$ cat config.mk
export PLATFORM = sky130hd
export DESIGN_NAME = reg_ctx_unit
export DESIGN_NICKNAME = d
export VERILOG_FILES = /design/src/rtl/reg_ctx_unit.sv
export SDC_FILE = /design/constraint.sdc
export NUM_CORES = 1
export LEC_CHECK = 0
export ABC_AREA = 1
export BUFFER_PORTS_ARGS = -buffer_cell sky130_fd_sc_hd__buf_2
export CAP_MARGIN = 10
export CORE_ASPECT_RATIO = 1.1
export CORE_MARGIN = 5
export CORE_UTILIZATION = 30
export DETAILED_ROUTE_END_ITERATION = 7
export SYNTH_ARGS = -nofsm -noshare
export SYNTH_HDL_FRONTEND = slang
export SYNTH_SLANG_ARGS = --single-unit
$ cat constraint.sdc
create_clock -name clk -period 2.3 [get_ports clk]
set_input_delay 0.46 -clock clk [delete_from_list [all_inputs] [get_ports clk]]
set_output_delay 0.46 -clock clk [all_outputs]
set_load 0.05 [all_outputs]
$ cat src/rtl/reg_ctx_unit.sv
// Context save/restore engine: walks register indices 0..NREG-1 and moves each
// register to memory (save) or each memory word back into the register file (restore).
module reg_ctx_unit #(
  parameter int NREG = 4,
  parameter int RAW  = 2,
  parameter int DW   = 8,
  parameter int MAW  = 8
) (
  input  logic           clk,
  input  logic           rst_n,
  input  logic           start,
  input  logic           mode,
  input  logic [MAW-1:0] base_addr,
  input  logic           hold,
  output logic [RAW-1:0] rf_rd_addr,
  input  logic [DW-1:0]  rf_rd_data,
  output logic           rf_wr_en,
  output logic [RAW-1:0] rf_wr_addr,
  output logic [DW-1:0]  rf_wr_data,
  output logic [MAW-1:0] mem_addr,
  output logic           mem_wr_en,
  output logic [DW-1:0]  mem_wr_data,
  input  logic [DW-1:0]  mem_rd_data,
  output logic           busy,
  output logic           done
);

  localparam logic [1:0] ST_IDLE = 2'd0;
  localparam logic [1:0] ST_XFER = 2'd1;
  localparam logic [1:0] ST_DONE = 2'd2;

  localparam logic [RAW-1:0] LAST_IDX = RAW'(NREG - 1);

  logic [1:0]     state;
  logic [RAW-1:0] idx;
  logic           mode_q;
  logic [MAW-1:0] base_q;

  logic in_xfer;
  logic in_done;
  logic step;
  logic do_save;
  logic do_restore;

  // Memory address wraps modulo 2^MAW by construction of the MAW-bit sum.
  function automatic logic [MAW-1:0] xfer_addr(input logic [MAW-1:0] base,
                                               input logic [RAW-1:0] i);
    xfer_addr = base + MAW'(i);
  endfunction

  // Control state: start is only honoured in IDLE, so requests while busy are dropped.
  always_ff @(posedge clk or negedge rst_n) begin
    if (!rst_n) begin
      state  <= ST_IDLE;
      idx    <= '0;
      mode_q <= 1'b0;
      base_q <= '0;
    end else begin
      case (state)
        ST_IDLE: begin
          if (start) begin
            mode_q <= mode;
            base_q <= base_addr;
            idx    <= '0;
            state  <= ST_XFER;
          end
        end
        ST_XFER: begin
          if (!hold) begin
            if (idx == LAST_IDX) begin
              state <= ST_DONE;
            end else begin
              idx <= idx + RAW'(1);
            end
          end
        end
        ST_DONE: begin
          state <= ST_IDLE;
        end
        default: begin
          state <= ST_IDLE;
        end
      endcase
    end
  end

  assign in_xfer    = (state == ST_XFER);
  assign in_done    = (state == ST_DONE);
  assign step       = in_xfer & ~hold;
  assign do_save    = in_xfer & ~mode_q;
  assign do_restore = in_xfer &  mode_q;

  // Outputs are combinational so they hold steady through the low phase for the
  // register file's negedge write; everything outside XFER is forced to zero.
  always_comb begin
    rf_rd_addr  = '0;
    rf_wr_addr  = '0;
    rf_wr_data  = '0;
    mem_addr    = '0;
    mem_wr_data = '0;
    if (in_xfer) begin
      mem_addr = xfer_addr(base_q, idx);
    end
    if (do_save) begin
      rf_rd_addr  = idx;
      mem_wr_data = rf_rd_data;
    end
    if (do_restore) begin
      rf_wr_addr = idx;
      rf_wr_data = mem_rd_data;
    end
  end

  assign mem_wr_en = step & ~mode_q;
  assign rf_wr_en  = step &  mode_q;
  assign busy      = in_xfer | in_done;
  assign done      = in_done;

endmodule

==> key figures <==
Layout
  – Diode count: 0
  – Register area: between 300 and 400 sq um
  – Area occupied by multi-input gates: 579 sq um
  – Fin cells: approximately 260
  – Filler cell count: between 300 and 400
  – Synth-to-layout area growth: 41.1%
  – Share of post-route cells with drive strength above 1: a little under half
  – Nets: between 200 and 250

Synth
  – Mean area per synthesized cell: 7.29 sq um
  – Post-Synth Simple-Gate Area: 27.3%
  – Yosys cell types: 17
  – Post-synthesis mux area share: about a tenth
  – Mapped Cells: between 100 and 150
  – Largest family of logic cells by synthesized area: simple AND/OR/NAND/NOR gates
  – Synth Area in XOR/XNOR: 0%
  – Largest area contributor in the netlist: dfrtp_1
  – Seq/Total Area, Yosys: a little under a third
  – Synth Area in Compound Gates: 6.60%
  – Synth Net Count: 180
  – Synth top area share: between 30% and 40%
  – Synthesized area: ~1000 sq um
  – #FFs+latches synth: 13
  – Ranking of synthesized cells by area: dfrtp_1 31%, inv_1 12%, nand2_1 9.4%
  – Synth Area in Adders: around a tenth
  – Yosys Warn Count: 0

Clock network
  – TritonCTS Buffers: 3
  – CTS H-Tree Depth: 1
  – CTS root buf: clkbuf_4
  – CTS Buffer Depth: 2
  – CTS tree: done
  – Sink Count: 13
  – Clock slew at reported path FFs: approximately 70 ps
  – Worst-Skew Late Latency: 260 ps
  – Cts hold-fix bufs: 0

Critical path
  – CP startpoint kind: register
  – CP dominant cell by count: nor2_2
  – Crit Path Max Fanout: 3
  – Required time of the critical path: 1840 ps
  – Crit path kind: register to output pin
  – Worst path arrival time: roughly 1700 ps
  – Cell breakdown of the critical path: ha_2, fa_2, nand2_2, nor2_2, nand3_1, nand2_1, nor2_2, buf_6
  – Crit end category: output pin
  – Worst path slowest cell: dfrtp_1
  – Buf/Inv on CP: 1
  – CP top delay family: adder cells
  – Crit path largest cell delay: around 380 ps

Place
  – Dpl cells: roughly 250
  – Gpl congestion: 0.737
  – Count of input and output buffers: 60
  – DP HPWL: about 2000 um
  – Worst slack, placed: 173 ps

Route
  – Vias per cell: 3.95
  – WL/cell: 9.14 um
  – Residual DRC: 0
  – WL final: approximately 2300 um
  – Antenna-violating nets left: 0
  – Via count: a little over 1k
  – Initial DRC count: 22
  – First-pass detailed-route iteration total: 4

STA
  – Setup Viol. Count Final: 0
  – Rel. slew slack: about two thirds
  – Fin crit period: approximately 2200 ps
  – Fmax: roughly 450 MHz
  – Final worst-path cycle share: 95.8%
  – Fin. max-slew vios: 0
  – Worst slew pin tran: a little over 500 ps
  – Final Hold Viols: 0
  – Clock skew: 1.46 ps
  – Final worst setup slack: slightly below 100 ps
  – RSZ-0062 raised after global routing: yes
  – Total negative slack: 0 ps
  – Hold Worst Slack: between 60 and 70 ps

Status
  – Status: completed

Power
  – Worst IR Drop VDD: between 0.4 and 0.5 mV
  – Design Power: between 2 and 2.5 mW
  – Pwr per Cell Area: 1450 nW/um^2
  – Pleak: just over 0.9 nW

Min path
  – HP Class: input port to async pin

GRT
  – Grt ovf: 0
  – Largest net degree at the start of global routing: 14
  – Initial antenna violation count: 0
  – First-pass GRT wire length: between 4000 and 5000 um
  – Tot GR Track Use: 10.4%
  – Vias in the first global route: about 940

Floorplan
  – Core ar.: 3360 sq um
  – Ports: 61
  – Die area: between 4000 and 5000 sq um
  – Die width: 66.2 um
  – Row count: 22
  – Initial Util: ~31%
  – Die H: 71.8 um

Job
  – Max cap viols: 0
worst register-to-register path, delay by kind of cell (launching register included):
| family | cells | cell delay [ps] |
|---|---|---|
| muxes | 1 | 390 |
| adders and majority gates | 1 | 220 |
| and+or+nand+nor | 1 | 390 |
| DFF | 1 | 380 |
| buffers and inverters | 1 | 80 |
where the power goes:
group	switching (mW)	internal, mW
Sequential	0.113	0.340
Combinational	1.06	0.486
Clock	0.0655	0.0670
Total	1.24	0.894
cells by family (layout without fill, tap and decap cells):
logic type,count (synthesis),count (layout)
flip-flops,13,13
AO/OA/AOI/OAI,13,13
multiplexers,7,7
buffers and inverters,36,100
AND/OR/NAND/NOR,66,66
adder cells (fa/ha/maj),8,8
per-stage QoR:
| stage | utilization [%] | cell area, sq um |
|---|---|---|
| 2_1_floorplan | - | 1040 |
| 3_3_place_gp | 41.0 | 1380 |
| 3_5_place_dp | 41.0 | 1380 |
| 4_1_cts | 42.4 | 1420 |
| 5_1_grt | 43.8 | 1470 |
| 6_report | 43.8 | 1470 |
layout make-up:
| cell class | instances | share of cell area, % |
|---|---|---|
| inverters | 32 | 8.17 |
| flip-flops and latches | 13 | 22.2 |
| clock buffers | 4 | 1.79 |
| well taps | 48 | 4.09 |
| multi-input cells | 94 | 39.4 |
| repair buffers | 64 | 24.3 |
layout by cell type, fill, tap and decap left out, types with 2 or more instances in the layout:
cell type	n
nand3_1	5
o21ai_0	6
mux2_4	6
buf_2	52
buf_4	6
nor2_1	22
buf_6	2
nand2_2	3
dfrtp_1	12
inv_1	32
nor2_2	12
clkbuf_4	7
nand2_1	23
a21oi_1	6
ha_1	6
final timing paths:
check	startpoint	to	slack (ps)	depth (start not counted)
worst max-delay path	idx[0]	mem_addr[6]	100	8
worst min-delay path	rst_n	base_q[5]	60	1
worst max register to register	state[0]	base_q[0]	720	4
worst min register to register	base_q[0]	base_q[0]	520	1
max in group asynchronous	rst_n	idx[1]	2010	1
min in group clk	base_addr[1]	base_q[1]	420	2
routing by layer:
metal	share of wire (%)	vias to the layer above	routed length [um]	global-route usage [%]
li1	-	553	-	-
met5	0	-	0	0
met1	42	423	981	12.6
met3	9.6	2	224	2.51
met4	0.51	0	12	4.06
met2	48	30	1110	17.6
cells in the mapped netlist:
library cell  count
inv_1            32
nand2_1          26
nor2_1           23
dfrtp_1          13
nor2_2           11
ha_1              7
a21oi_1           6
mux2_4            6
o21ai_0           6
nand3_1           5
buf_6             2
buf_2             1
buf_4             1
fa_1              1
mux2_2            1
o21ai_2           1
or2_1             1
repair_timing:
action | in CTS | in global routing
cloned | 0 | 0
resized for setup | 4 | 16
buffers inserted | 1 | 2
endpoints found under the setup margin | 2 | 28
pin swaps | 0 | 0
sequential cells by signal (all words and copies together) (netlist names):
name / flops
idx: 2
base_q: 8
mode_q: 1
state: 2
Note: power is estimated with default switching activity, not from simulation.
